## src/rtl/adc_burst_pkg.sv

```systemverilog
// ----------------------------------------------------------------------------
// adc_burst_pkg
// Shared definitions for the ADC burst readout path.
//   state_e        : readout FSM states
//   HEADER_MAGIC   : top byte of the first header word
//   SAMPLE_SLOT_W  : bit width of one sample slot in a FIFO burst word
//   DEF_CNT_W      : default width of the burst-count fields
//   DEF_FILL_W     : default width of the fill-number field
// ----------------------------------------------------------------------------
package adc_burst_pkg;

    typedef enum logic [2:0] {
        IDLE,
        HDR0,
        HDR1,
        LOAD,
        PAYLOAD,
        TRAILER,
        DONE
    } state_e;

    localparam logic [7:0]  HEADER_MAGIC  = 8'hA5;
    localparam int unsigned SAMPLE_SLOT_W = 16;
    localparam int unsigned DEF_CNT_W     = 21;
    localparam int unsigned DEF_FILL_W    = 24;

endpackage

```

## src/rtl/adc_burst_remaining_cntr.sv

```systemverilog
// ----------------------------------------------------------------------------
// adc_burst_remaining_cntr
// Loadable down-counter tracking bursts still to be popped from the FIFO.
// Ports:
//   clk, reset_n   : clock, asynchronous active-low reset
//   i_load         : load i_load_val (has priority over i_dec)
//   i_load_val     : value to load
//   i_dec          : decrement request; ignored when the count is zero
//   o_count        : current count
//   o_at_zero      : registered flag, high whenever o_count is zero
// ----------------------------------------------------------------------------
module adc_burst_remaining_cntr
    import adc_burst_pkg::*;
#(
    parameter int unsigned CNT_W = DEF_CNT_W
) (
    input  logic             clk,
    input  logic             reset_n,
    input  logic             i_load,
    input  logic [CNT_W-1:0] i_load_val,
    input  logic             i_dec,
    output logic [CNT_W-1:0] o_count,
    output logic             o_at_zero
);

    logic [CNT_W-1:0] r_count;
    logic             r_at_zero;

    // The zero flag is computed alongside the count update so it is a plain
    // flop output rather than a wide compare on the consumer side.
    always_ff @(posedge clk or negedge reset_n) begin
        if (!reset_n) begin
            r_count   <= '0;
            r_at_zero <= 1'b1;
        end else if (i_load) begin
            r_count   <= i_load_val;
            r_at_zero <= (i_load_val == '0);
        end else if (i_dec && !r_at_zero) begin
            r_count   <= r_count - 1'b1;
            r_at_zero <= (r_count == CNT_W'(1));
        end
    end

    assign o_count   = r_count;
    assign o_at_zero = r_at_zero;

endmodule

```

## src/rtl/adc_burst_reader.sv

```systemverilog
// ----------------------------------------------------------------------------
// adc_burst_reader
// Drains a first-word-fall-through burst FIFO after a fill and streams a
// frame of 32-bit words: {A5, fill_num}, {0, num_fill_bursts}, then each
// burst's samples packed two per word (odd sample in the upper half).
// Optional trailer: define ADC_BURST_READER_CHECKSUM_EN to append a word
// holding the modulo-2^32 sum of all header and payload words; out_last
// then marks the trailer.
// Ports:
//   clk, reset_n          : clock, asynchronous active-low reset
//   start                 : readout request pulse, honoured only when idle
//   num_fill_bursts       : bursts to read (latched on accepted start)
//   fill_num              : fill number for the header (latched on start)
//   fifo_data, fifo_empty : FWFT FIFO head word and empty flag
//   fifo_rd_en            : pop strobe
//   out_data/valid/ready/last : valid/ready word stream
//   busy, done            : readout in progress / end-of-readout pulse
//   bursts_left           : bursts not yet popped
// ----------------------------------------------------------------------------
module adc_burst_reader
    import adc_burst_pkg::*;
#(
    parameter int unsigned BURST_LEN = 8,
    parameter int unsigned CNT_W     = DEF_CNT_W,
    parameter int unsigned FILL_W    = DEF_FILL_W
) (
    input  logic                               clk,
    input  logic                               reset_n,
    input  logic                               start,
    input  logic [CNT_W-1:0]                   num_fill_bursts,
    input  logic [FILL_W-1:0]                  fill_num,
    input  logic [SAMPLE_SLOT_W*BURST_LEN-1:0] fifo_data,
    input  logic                               fifo_empty,
    output logic                               fifo_rd_en,
    output logic [31:0]                        out_data,
    output logic                               out_valid,
    input  logic                               out_ready,
    output logic                               out_last,
    output logic                               busy,
    output logic                               done,
    output logic [CNT_W-1:0]                   bursts_left
);

    localparam int unsigned BURST_W = SAMPLE_SLOT_W * BURST_LEN;
    localparam int unsigned WORDS   = BURST_LEN / 2;
    localparam int unsigned IDX_W   = (WORDS > 1) ? $clog2(WORDS) : 1;
    localparam logic [IDX_W-1:0] LAST_IDX = IDX_W'(WORDS - 1);

    state_e              r_state;
    logic [CNT_W-1:0]    r_nbursts;
    logic [BURST_W-1:0]  r_shift;
    logic [IDX_W-1:0]    r_widx;
    logic [31:0]         r_out_data;
    logic                r_out_valid;
    logic                r_out_last;
    logic                r_busy;
    logic                r_done;
`ifdef ADC_BURST_READER_CHECKSUM_EN
    logic [31:0]         r_sum;
`endif

    logic                w_xfer;
    logic                w_start_acc;
    logic                w_pop;
    logic                w_at_zero;
    logic [CNT_W-1:0]    w_count;

    assign w_xfer      = r_out_valid && out_ready;
    assign w_start_acc = (r_state == IDLE) && start;
    // Pop is combinational so the strobe coincides with the capture cycle.
    assign w_pop       = (r_state == LOAD) && !fifo_empty;

    adc_burst_remaining_cntr #(
        .CNT_W (CNT_W)
    ) u_remaining_cntr (
        .clk        (clk),
        .reset_n    (reset_n),
        .i_load     (w_start_acc),
        .i_load_val (num_fill_bursts),
        .i_dec      (w_pop),
        .o_count    (w_count),
        .o_at_zero  (w_at_zero)
    );

    always_ff @(posedge clk or negedge reset_n) begin
        if (!reset_n) begin
            r_state     <= IDLE;
            r_nbursts   <= '0;
            r_shift     <= '0;
            r_widx      <= '0;
            r_out_data  <= '0;
            r_out_valid <= 1'b0;
            r_out_last  <= 1'b0;
            r_busy      <= 1'b0;
            r_done      <= 1'b0;
        end else begin
            unique case (r_state)
                IDLE: begin
                    r_done <= 1'b0;
                    if (start) begin
                        r_nbursts   <= num_fill_bursts;
                        // The output register itself holds the latched fill number.
                        r_out_data  <= {HEADER_MAGIC, fill_num};
                        r_out_valid <= 1'b1;
                        r_out_last  <= 1'b0;
                        r_busy      <= 1'b1;
                        r_state     <= HDR0;
                    end
                end

                HDR0: begin
                    if (w_xfer) begin
                        r_out_data <= {{(32-CNT_W){1'b0}}, r_nbursts};
`ifdef ADC_BURST_READER_CHECKSUM_EN
                        r_out_last <= 1'b0;
`else
                        r_out_last <= (r_nbursts == '0);
`endif
                        r_state    <= HDR1;
                    end
                end

                HDR1: begin
                    if (w_xfer) begin
                        if (w_at_zero) begin
`ifdef ADC_BURST_READER_CHECKSUM_EN
                            r_out_data  <= r_sum + r_out_data;
                            r_out_last  <= 1'b1;
                            r_state     <= TRAILER;
`else
                            r_out_valid <= 1'b0;
                            r_out_last  <= 1'b0;
                            r_busy      <= 1'b0;
                            r_done      <= 1'b1;
                            r_state     <= DONE;
`endif
                        end else begin
                            r_out_valid <= 1'b0;
                            r_out_last  <= 1'b0;
                            r_state     <= LOAD;
                        end
                    end
                end

                LOAD: begin
                    if (!fifo_empty) begin
                        r_shift     <= {32'b0, fifo_data[BURST_W-1:32]};
                        r_out_data  <= fifo_data[31:0];
                        r_out_valid <= 1'b1;
                        r_out_last  <= 1'b0;
                        r_widx      <= '0;
                        r_state     <= PAYLOAD;
                    end
                end

                PAYLOAD: begin
                    if (w_xfer) begin
                        if (r_widx == LAST_IDX) begin
                            if (w_at_zero) begin
`ifdef ADC_BURST_READER_CHECKSUM_EN
                                r_out_data  <= r_sum + r_out_data;
                                r_out_last  <= 1'b1;
                                r_state     <= TRAILER;
`else
                                r_out_valid <= 1'b0;
                                r_out_last  <= 1'b0;
                                r_busy      <= 1'b0;
                                r_done      <= 1'b1;
                                r_state     <= DONE;
`endif
                            end else begin
                                r_out_valid <= 1'b0;
                                r_state     <= LOAD;
                            end
                        end else begin
                            r_out_data <= r_shift[31:0];
                            r_shift    <= {32'b0, r_shift[BURST_W-1:32]};
                            r_widx     <= r_widx + IDX_W'(1);
`ifdef ADC_BURST_READER_CHECKSUM_EN
                            r_out_last <= 1'b0;
`else
                            // Counter already reflects this burst's pop.
                            r_out_last <= ((r_widx + IDX_W'(1)) == LAST_IDX) && w_at_zero;
`endif
                        end
                    end
                end

`ifdef ADC_BURST_READER_CHECKSUM_EN
                TRAILER: begin
                    if (w_xfer) begin
                        r_out_valid <= 1'b0;
                        r_out_last  <= 1'b0;
                        r_busy      <= 1'b0;
                        r_done      <= 1'b1;
                        r_state     <= DONE;
                    end
                end
`endif

                DONE: begin
                    r_done  <= 1'b0;
                    r_state <= IDLE;
                end

                default: begin
                    r_state <= IDLE;
                end
            endcase
        end
    end

`ifdef ADC_BURST_READER_CHECKSUM_EN
    // Running sum of every transferred header and payload word.
    always_ff @(posedge clk or negedge reset_n) begin
        if (!reset_n) begin
            r_sum <= '0;
        end else if (w_start_acc) begin
            r_sum <= '0;
        end else if (w_xfer && (r_state != TRAILER)) begin
            r_sum <= r_sum + r_out_data;
        end
    end
`endif

    assign fifo_rd_en  = w_pop;
    assign out_data    = r_out_data;
    assign out_valid   = r_out_valid;
    assign out_last    = r_out_last;
    assign busy        = r_busy;
    assign done        = r_done;
    assign bursts_left = w_count;

endmodule
```

## config.mk

```make
export PLATFORM = sky130hd
export DESIGN_NAME = adc_burst_reader
export DESIGN_NICKNAME = d
export VERILOG_FILES = /design/src/rtl/adc_burst_pkg.sv /design/src/rtl/adc_burst_remaining_cntr.sv /design/src/rtl/adc_burst_reader.sv
export SDC_FILE = /design/constraint.sdc
export NUM_CORES = 1
export LEC_CHECK = 0
export CAP_MARGIN = 20
export CORE_MARGIN = 4
export CORE_UTILIZATION = 49
export CTS_BUF_LIST = sky130_fd_sc_hd__clkbuf_4 sky130_fd_sc_hd__clkbuf_8 sky130_fd_sc_hd__clkbuf_16
export DETAILED_ROUTE_END_ITERATION = 16
export PLACE_DENSITY = 0.81
export SETUP_SLACK_MARGIN = 0.3
export SLEW_MARGIN = 20
export SYNTH_ARGS = -nofsm -noshare
export SYNTH_HDL_FRONTEND = slang
export SYNTH_SLANG_ARGS = --single-unit
```

## constraint.sdc

```tcl
create_clock -name clk -period 2.77 [get_ports clk]
set_clock_uncertainty 0.1 [all_clocks]
set_input_delay 0.554 -clock clk [delete_from_list [all_inputs] [get_ports clk]]
set_output_delay 0.554 -clock clk [all_outputs]
set_load 0.05 [all_outputs]
```

-- Word level (Yosys, flattened, before mapping)
Cells that the tools add are included.
- bits in registers: 212
- latch bits: 0
- RAM bits: 0
- bits in read-only memories: 0
- input port bits: 178
- output and inout port bits: 58
- logic and storage cells: 104
- memories: 0
- $add $sub $neg: 2
- multiply operators: 0
- div/mod/pow operators: 0
- $lt $le $gt $ge: 0
- equal/unequal tests: 16
- shifts and indexed selects: 0
- muxes and demuxes: 49
- bitwise gates (word level): 0
- reductions and logical operators: 26
- operators with widths (cell ; number):
    $mux W128 ; 3
    $pmux W128 S2 ; 1
    $mux W32 ; 5
    $pmux W32 S4 ; 1
    $logic_not A21 Y1 ; 2
    $mux W21 ; 2
    $eq A21 B1 Y1 const B ; 1
    $mux W1 ; 21
    $mux W3 ; 7
    $sub A21 B1 Y21 const B ; 1
    $reduce_and A6 Y1 ; 3
    $pmux W3 S5 ; 1
    $ne A2 B2 Y1 const B ; 7
    $reduce_and A4 Y1 ; 2
    $reduce_bool A4 Y1 ; 2
    $reduce_and A7 Y1 ; 1
    $eq A3 B2 Y1 const B ; 2
    $eq A3 B3 Y1 const B ; 2
    $mux W2 ; 3
    $pmux W1 S3 ; 2
    $reduce_bool A3 Y1 ; 2
    $logic_and A1 B1 Y1 ; 5
    $pmux W1 S5 ; 1
    $reduce_and A5 Y1 ; 1
    other kinds (12) ; 15

-- Depth between registers and ports, before layout
Gate-level depths: netlist of the first run.
- word-level depth: 6
- mapped depth: 9
- mapped depth without buffers: 7

-- By module
Synthesis of the first run repeated with hierarchy kept, for this count alone.
- cell total of the unflattened synthesis: 905
- area, all modules: 8882.3 µm²
- by module, submodules not included (module ; instances ; cells an instance ; area an instance (µm²) ; sequential area each (µm²)):
    adc_burst_reader ; 1 ; 759 ; 7561.0 ; 3953.8
    adc_burst_remaining_cntr ; 1 ; 146 ; 1321.3 ; 551.8

-- Least setup slack after synthesis of the first run
OpenSTA, ideal clock, no wires.
- kind: register to register
- start point: reg u_remaining_cntr.r_count[5], in the netlist u_remaining_cntr.o_count[5]
- end point: reg u_remaining_cntr.r_count[20], in the netlist u_remaining_cntr.o_count[20]
- library setup time: 70 ps
- arrival: 2224 ps
- data required time: 2600 ps
- path slack: 376 ps
- stages on the path, launching flop included: 6
- path buffers: 0
- clock period less this slack: 2394 ps
- cell sequence: dfrtp_1 > or4_4 > nor4_4 > nand2_2 > or4_1 > nand3_1
- cells in the longest elaborated chain, start to end: 3
- RTL lines (element ; RTL line ; source):
    start: declaration ; adc_burst_remaining_cntr.sv:26 ; logic [CNT_W-1:0] r_count;
    start signal: assignment ; adc_burst_remaining_cntr.sv:36 ; r_count <= i_load_val;
    start signal: assignment ; adc_burst_remaining_cntr.sv:39 ; r_count <= r_count - 1'b1;
    $sub A21 B1 Y21 ; adc_burst_remaining_cntr.sv:39 ;
    $mux W21 ; adc_burst_remaining_cntr.sv:38 ; end else if (i_dec && !r_at_zero) begin
    $mux W21 ; adc_burst_remaining_cntr.sv:35 ; end else if (i_load) begin
No other way between the ends. The select of a mux whose other input is x is not followed.
A chain may end at the register's enable or synchronous reset.

-- Worst setup path after layout of the first run
- start point: reg u_remaining_cntr.r_count[12], in the netlist u_remaining_cntr.o_count[12]
- end point: out bursts_left[12]
- RTL lines (element ; RTL line ; source):
    end: declaration ; adc_burst_reader.sv:41 ; output logic [CNT_W-1:0] bursts_left
No word-level cell between the ends.

==> out/results.txt, run 1 <==
Buffers and inverters on the worst path -> 1
First-pass GRT wire length -> 42.35 mm
Slew margin rel. -> 0.5352
IO Count -> 236
Fin crit share -> 0.8660
CTS Buf Count -> 17
Final Worst Setup Slack -> 0.3713 ns
Hold Crit Class -> primary input to asynchronous set/reset pin
Core footprint -> 17480 sq um
Antenna cells -> 0
Slew @ Worst Pin -> 0.6973 ns
Routed wire length -> 26.52 mm
Fin. max-slew vios -> 0
FF+latch count, synth -> 180
P_leak -> 5.428 nW
CP Depth -> 1
Syn_nets -> 1128
FF-to-FF End -> r_shift[41]$_DFFE_PN0P_
CTS clk-pin slew, worst paths -> 0.07 ns
Die Y -> 142.2 um
Fmax -> 416.9 MHz
Port Buffers -> 235
PwrDens -> 1166 nW/um^2
TritonRoute pass-1 iters -> 5
Comb pwr share -> 0.486
Pre-CTS setup slack -> 0.2366 ns
Reg-to-reg startpoint -> r_state[1]$_DFFE_PN0P_
Drt drc -> 0
Std cell rows -> 48
Crit path from -> u_remaining_cntr.o_count[12]$_DFFE_PN0P_
Layout area overhead -> 37.34%
Antenna viol nets, final -> 0
Remaining Overflow, GRT -> 0
Yosys cell types -> 51
Clock root buffer -> clkbuf_16
CP Cell Sequence -> clkdlybuf4s50_1
Multi-input gate area -> 4064 sq um
Worst Setup EP -> bursts_left[12]
Crit-path slowest cell -> clkdlybuf4s50_1
Critical path required time -> 2.12 ns
FFs w/ async S/R, synth -> 1.000
Clk network pwr share -> 0.172
Die area -> 20220 sq um
TNS Setup -> 0 ns
Gpl congestion -> 0.8633
Worst r2r path cells -> 7
Max VDD drop -> 825.8 uV
Num Clock Sinks -> 180
WS Path Type -> flop to primary output
Final min period -> 2.399 ns
RSZ-0062 raised after global routing -> false
Cell family with most CP delay -> buffers and inverters
Initial antenna violation count -> 0
Commonest cells after routing, fill and taps aside -> 310 x nand2_1, 230 x clkdlybuf4s50_1, 176 x dfrtp_1
TritonCTS clock tree -> yes
Ys flop type -> dfrtp_1
Commonest non-fill, non-tap cell in the layout -> nand2_1
DR iter-0 viols -> 590
Final Non-Filler Cells -> 1402
Register share of total power -> 0.341
Hold violation total from the final report -> 0
Vias post-DR -> 8016
Max-Cap Viols -> 0
Post-synth EDFFs -> 0
Net Sw Frac -> 0.4313
DIE WIDTH -> 142.2 um
Starting density of the core -> 0.5049
GRT Total Usage -> 0.2654
Vias in the first global route -> 8202
Register area -> 4509 sq um
Status -> finished, final reports clean
Worst Path Max Fanout -> 7
Post-detailed-route wirelength per cell -> 18.92 um
Final setup fails -> 0
Largest net degree at the start of global routing -> 91
Max Buffers Root-to-Sink -> 2
Layout cell share with drive strength beyond 1 -> 0.1215
Worst R2R Setup Slack -> 0.43 ns
Vias per inst -> 5.718
Crit path DAT -> 1.74 ns
Post-Synthesis Cells -> 946
Net switching power -> 6.097 mW
Worst setup SP type -> flop
Fillers -> 1304
Crit end category -> primary output
Mapped cell area -> 8823 sq um
Mean post-synth cell area -> 9.327 sq um
CTS H-tree depth -> 4
Crit-path max cell delay -> 0.86 ns
Sequential share of the synthesized area -> 0.5106
Internal -> 8.039 mW
Worst-skew pair later-pin latency -> 0.43 ns
Post-Place Cells -> 1365
Warnings from Yosys -> 0
Fin nets -> 1347
HPWL after DPL -> 18.97 mm
==> logic make-up after synthesis <==
family                   Yosys count  share of synthesized area
AO/OA/AOI/OAI                    156                     0.1237
flip-flops                       180                     0.5106
multiplexers                      88                     0.1092
AND/OR/NAND/NOR                  443                     0.2143
XOR/XNOR                           4                   0.003971
adder cells (fa/ha/maj)            5                   0.006807
buffers and inverters             70                    0.03148
==> per-layer routing <==
| metal | GRT usage | share of wire |
|---|---|---|
| met1 | 0.3605 | 0.41 |
| met5 | 0 | 0 |
| met4 | 0.09040 | 0.028 |
| met2 | 0.4298 | 0.49 |
| met3 | 0.05108 | 0.070 |
==> Yosys cell counts (7+ instances only) <==
master	count	share of area
a221oi_1	23	0.023
a22o_1	32	0.032
mux2_2	66	0.084
nor4_1	12	0.0085
nor2_1	45	0.019
buf_2	12	0.0068
dfrtp_1	179	0.51
o21ai_0	43	0.024
nor3_1	10	0.0057
nand3_1	22	0.012
o31ai_1	9	0.0077
a21oi_1	17	0.0096
mux2i_1	22	0.025
inv_1	7	0.0030
nand2_1	311	0.13
clkbuf_1	48	0.020
o211ai_1	10	0.0085
==> power by group through the flow <==
stage                     combinational, mW  clock (mW)  sequential, mW
final                                  6.87        2.43            4.83
after global routing                   7.44        2.57            4.98
after floorplan                        3.48           0            5.83
after detailed placement               6.82           0            4.84
after CTS                              6.87        2.45            4.81
after global placement                 6.64           0            4.79
==> final cells by class <==
type	instances	area share
Clock buffer	19	0.03634
Clock inverter	12	0.01239
Inverter	7	0.002168
Multi-Input combinational cell	696	0.3354
Sequential cell	180	0.3721
Tap cell	225	0.02323
Timing Repair Buffer	263	0.2184
==> worst min path at each step <==
stage	end	slack (ns)	start	cells past startpoint
final	r_shift[88]$_DFFE_PN0P_	0.01	reset_n	1
after global routing	r_shift[88]$_DFFE_PN0P_	0.06	reset_n	1
after CTS	r_shift[88]$_DFFE_PN0P_	0.05	reset_n	1
after detailed placement	out_data[26]$_DFFE_PN0P_	0.37	out_data[26]$_DFFE_PN0P_	2
after global placement	out_data[18]$_DFFE_PN0P_	0.36	out_data[18]$_DFFE_PN0P_	2
after floorplan	busy$_DFFE_PN0P_	0.16	reset_n	0
==> metrics by stage <==
step | total power, mW | area (sq um) | util | hold WS (ns)
finish | 14.14 | 12120 | 0.6934 | 0.009840
global route | 14.99 | 12120 | 0.6934 | 0.06176
CTS | 14.13 | 12070 | 0.6906 | 0.04954
detailed placement | 11.66 | 11470 | 0.6561 | 0.3651
global placement | 11.43 | 11470 | 0.6561 | 0.3606
floorplan | 9.316 | 8823 | - | 0.1584
==> flip-flops by register name, summed over array words and instances (netlist names) <==
| signal | count |
|---|---|
| out_last | 1 |
| busy | 1 |
| r_shift | 96 |
| u_remaining_cntr.o_at_zero | 1 |
| r_widx | 2 |
| out_valid | 1 |
| u_remaining_cntr.o_count | 21 |
| r_state | 3 |
| r_nbursts | 21 |
| out_data | 32 |
| done | 1 |
==> timing repair <==
action | 4_1_cts | 5_1_grt
hold buffers | 0 | 0
gates resized for setup | 3 | 5
pin swaps | 1 | 2
setup endpoints to repair | 3 | 26
buffers inserted | 1 | 5
Power figures use the tool's default switching activity.
==> inputs of run 2 (changes only) <==
- RECOVER_POWER: default -> 100
==> run 2 against run 1 <==
- the run now ends with max-capacitance violations, max-slew violations left
- wire length is 0.19% lower
- cell count unchanged
- count of clock-buffer cells in the layout unchanged
- via count about the same
- non-clock buffer count is the same
- largest cell class unchanged
- global-route usage stayed put
- combinational power decreased by 2%
- critical path type unchanged
- largest power group unchanged
==> out/results.txt, run 2 (synthesized netlist as in run 1, its figures left out) <==
Post-detailed-route wirelength per cell -> 18.88 um
CTS Buf Count -> 17
Fin crit share -> 0.9119
Crit path from -> r_state[1]$_DFFE_PN0P_
Num Clock Sinks -> 180
Initial antenna violation count -> 0
Port Buffers -> 235
Worst-skew pair later-pin latency -> 0.43 ns
Final Util -> 0.6907
Core footprint -> 17480 sq um
Antenna cells -> 0
Final setup fails -> 0
Crit end category -> primary output
Worst setup SP type -> flop
Max Buffers Root-to-Sink -> 2
Routed wire length -> 26.47 mm
Antenna viol nets, final -> 0
Hold violation total from the final report -> 0
Crit path DAT -> 1.87 ns
Max VDD drop -> 794.3 uV
Fin. max-slew vios -> 71
Clock root buffer -> clkbuf_16
Hold path startpoint -> out_data[26]$_DFFE_PN0P_
Post-Place Cells -> 1365
HPWL after DPL -> 18.97 mm
Pwr Total -> 13.95 mW
Vias in the first global route -> 8202
Layout cell share with drive strength beyond 1 -> 0.1172
Starting density of the core -> 0.5049
Reg-to-reg startpoint -> r_state[1]$_DFFE_PN0P_
P_leak -> 5.479 nW
GRT Total Usage -> 0.2654
CTS clk-pin slew, worst paths -> 0.06 ns
Commonest non-fill, non-tap cell in the layout -> nand2_1
Final Non-Filler Cells -> 1402
Final min period -> 2.526 ns
DR iter-0 viols -> 589
Slew @ Worst Pin -> 1.861 ns
DIE WIDTH -> 142.2 um
Largest net degree at the start of global routing -> 91
TNS Setup -> 0 ns
IO Count -> 236
Remaining Overflow, GRT -> 0
Hold Crit Class -> flop to flop
Max-Cap Viols -> 1
Gpl congestion -> 0.8633
Status -> finished with violations
Worst Path Max Fanout -> 17
Fin nets -> 1347
Drt drc -> 0
Die area -> 20220 sq um
CTS H-tree depth -> 4
First-pass GRT wire length -> 42.35 mm
Fmax -> 395.9 MHz
Fin Hold WS -> 0.3700 ns
Std cell rows -> 48
WS Path Type -> flop to primary output
Vias per inst -> 5.721
Vias post-DR -> 8021
TritonRoute pass-1 iters -> 5
RSZ-0062 raised after global routing -> false
PwrDens -> 1156 nW/um^2
Layout area overhead -> 36.80%
TritonCTS clock tree -> yes
Commonest cells after routing, fill and taps aside -> 311 x nand2_1, 178 x dfrtp_1, 176 x clkdlybuf4s50_1
Failing checks -> max-capacitance violations, max-slew violations
Critical path required time -> 2.12 ns
Die Y -> 142.2 um
Slew margin rel. -> -0.2408
Largest register FFs -> 96
Biggest register -> r_shift
-- run 2: changes by cell type in the layout (fill, tap and decap cells not counted), sizes merged --
cell           before  now
buf                29   27
dlymetal6s2s        2    0
clkbuf             20   24
dlygate4sd3         0   54
clkdlybuf4s50     230  176
-- run 2: what timing repair did --
item	4_1_cts	5_1_grt
pin swaps	1	2
setup endpoints to repair	3	26
buffers inserted	1	5
gates resized for setup	3	5
hold buffers	0	0
-- run 2: routing by layer --
metal,up-vias,share of wire,GRT usage
met1,3879,0.41,0.3605
met3,53,0.076,0.05108
met5,-,0,0
met2,369,0.49,0.4298
met4,0,0.029,0.09040
li1,3720,-,-
-- run 2: power breakdown --
group | internal, mW | leakage (nW) | switching (mW)
combinational | 2.66 | 2.97 | 4.05
clock | 1.36 | 0.276 | 1.07
sequential | 3.86 | 2.23 | 0.945
-- run 2: path summary, 6_finish.rpt --
| kind | slack, ns | depth (start not counted) | to |
|---|---|---|---|
| setup / recovery | 0.24 | 3 | fifo_rd_en |
| hold / removal | 0.37 | 2 | out_data[26]$_DFFE_PN0P_ |
| setup reg to reg | 0.31 | 7 | r_shift[41]$_DFFE_PN0P_ |
| hold reg to reg | 0.37 | 2 | out_data[26]$_DFFE_PN0P_ |
| max in group asynchronous | 0.67 | 2 | r_state[2]$_DFFE_PN0P_ |
| min in group asynchronous | 0.51 | 1 | r_shift[88]$_DFFE_PN0P_ |
-- run 2: cell type report --
cell class / count / area, sq um
timing repair buffer: 263 / 2615
fill: 1307 / 5406
inverter: 7 / 26.28
tap: 225 / 281.5
multi-input combinational: 696 / 4050
clock buffer: 19 / 440.4
clock inverter: 12 / 150.1
sequential: 180 / 4507
-- run 2: worst max-delay path: stages (launching register included) --
cell and delay (ns):
dfrtp_1 0.71, nand3b_1 0.32, nor2_4 0.26, buf_12 0.17
-- run 2: per-stage QoR --
stage / instance area (sq um) / setup WS, ns
detailed placement: 11470 / 0.2366
finish: 12070 / 0.2439
global route: 12070 / 0.1677
floorplan: 8823 / 0.3760
global placement: 11470 / 0.2626
CTS: 12070 / 0.2904
==> inputs of run 3 (changes only) <==
- CAP_MARGIN: 20 -> default
- SKIP_CTS_REPAIR_TIMING: default -> 1
==> run 3 against run 2 <==
- the flow still finishes with violations (max-capacitance violations, max-slew violations)
- core utilization down 0.18 points
- register-to-register slack worse by 0.07 ns
- non-clock buffer count shrank 3
- via count fell by 0.95%
- sequential share of layout area is 0.097 points higher
- critical path depth unchanged
- count of clock-buffer cells in the layout is the same
- largest power group unchanged
==> out/results.txt, run 3 (synthesized netlist as in run 1, its figures left out) <==
TritonRoute pass-1 iters -> 5
Crit end category -> primary output
DIE WIDTH -> 142.2 um
Port Buffers -> 235
Biggest register -> r_shift
Layout cell share with drive strength beyond 1 -> 0.1141
Max VDD drop -> 794.3 uV
CTS H-tree depth -> 4
CTS Buf Count -> 17
Critical path required time -> 2.12 ns
CTS clk-pin slew, worst paths -> 0.07 ns
Cell family with most CP delay -> flip-flops
Gpl congestion -> 0.8633
Fin nets -> 1344
P_leak -> 5.457 nW
Status -> finished with violations
Fin. max-slew vios -> 71
DR iter-0 viols -> 594
Hold Crit Class -> flop to flop
Pre-CTS setup slack -> 0.2366 ns
Fin Hold WS -> 0.3713 ns
PwrDens -> 1156 nW/um^2
Slew @ Worst Pin -> 1.871 ns
Starting density of the core -> 0.5049
Antenna viol nets, final -> 0
Remaining Overflow, GRT -> 0
Layout area overhead -> 36.44%
Crit path DAT -> 1.92 ns
Vias post-DR -> 7945
Antenna cells -> 0
Worst-skew pair later-pin latency -> 0.43 ns
Largest register FFs -> 96
Worst r2r path cells -> 7
Std cell rows -> 48
Worst Path Max Fanout -> 17
Final Worst Setup Slack -> 0.1935 ns
Final Util -> 0.6889
Final min period -> 2.576 ns
Commonest non-fill, non-tap cell in the layout -> nand2_1
Crit-path slowest cell -> dfrtp_1
HPWL after DPL -> 18.97 mm
TritonCTS clock tree -> yes
Final Non-Filler Cells -> 1399
TNS Setup -> 0 ns
Fin crit share -> 0.9301
Core footprint -> 17480 sq um
Max Buffers Root-to-Sink -> 2
CP Depth -> 3
Routed wire length -> 26.35 mm
Buffers and inverters on the worst path -> 1
Fmax -> 388.1 MHz
Initial antenna violation count -> 0
Commonest cells after routing, fill and taps aside -> 311 x nand2_1, 178 x dfrtp_1, 176 x clkdlybuf4s50_1
Largest net degree at the start of global routing -> 91
Dpl cell area -> 11470 sq um
Vias per inst -> 5.679
Hold Crit Depth -> 1
Failing checks -> max-capacitance violations, max-slew violations
RSZ-0062 raised after global routing -> true
Die Y -> 142.2 um
WS Path Type -> flop to primary output
Num Clock Sinks -> 180
Post-route cell area -> 12040 sq um
Post-Place Cells -> 1365
Max-Cap Viols -> 1
Hold violation total from the final report -> 0
Crit-path max cell delay -> 0.72 ns
Post-detailed-route wirelength per cell -> 18.84 um
Drt drc -> 0
Pwr Total -> 13.91 mW
Die area -> 20220 sq um
CP Cell Sequence -> nand3b_1 > nor2_4 > buf_12
First-pass GRT wire length -> 42.28 mm
IO Count -> 236
Worst setup SP type -> flop
Slew margin rel. -> -0.2474
Vias in the first global route -> 8203
Final setup fails -> 0
Clock root buffer -> clkbuf_16
GRT Total Usage -> 0.2646
-- run 3: changes by cell type in the layout (fill, tap and decap cells not counted) --
cell | previous run | this run
clkbuf_1 | 2 | 3
and3_2 | 1 | 0
buf_4 | 20 | 16
and3_1 | 4 | 5
dlygate4sd2_1 | 1 | 0
clkbuf_2 | 3 | 4
-- run 3: cell type report --
type | count | area (sq um)
Clock buffer | 19 | 440.4
Clock inverter | 12 | 150.1
Fill cell | 1311 | 5438
Inverter | 7 | 26.28
Multi-Input combinational cell | 696 | 4049
Sequential cell | 180 | 4507
Tap cell | 225 | 281.5
Timing Repair Buffer | 260 | 2585
-- run 3: metal layers --
metal  up-vias  global-route usage  share of wire
met3        51             0.05208          0.067
li1       3713                   -              -
met5         -                   0              0
met1      3870              0.3598           0.42
met2       311              0.4268           0.48
met4         0             0.09091          0.028
-- run 3: worst paths after layout --
path                                        start                 endpoint  slack, ns
hold reg to reg                  busy$_DFFE_PN0P_         busy$_DFFE_PN0P_       0.37
hold / removal                   busy$_DFFE_PN0P_         busy$_DFFE_PN0P_       0.37
setup / recovery           r_state[1]$_DFFE_PN0P_               fifo_rd_en       0.19
setup reg to reg           r_state[1]$_DFFE_PN0P_  r_shift[41]$_DFFE_PN0P_       0.24
min in group asynchronous                 reset_n  r_shift[88]$_DFFE_PN0P_       0.51
max in group asynchronous                 reset_n   r_state[2]$_DFFE_PN0P_       0.66
-- run 3: worst register-to-register path: stages (launching register included) --
cell and delay (ns):
dfrtp_1 0.60, clkbuf_2 0.29, nor2b_1 0.22, nand2_2 0.15, nand2_1 0.12, and3_1 0.25, buf_12 0.28, mux2_2 0.42
-- run 3: power breakdown --
part	total, mW	internal [mW]	switching, mW	leakage (nW)
Combinational	6.66	2.64	4.03	2.95
Sequential	4.81	3.86	0.958	2.23
Clock	2.43	1.36	1.07	0.276
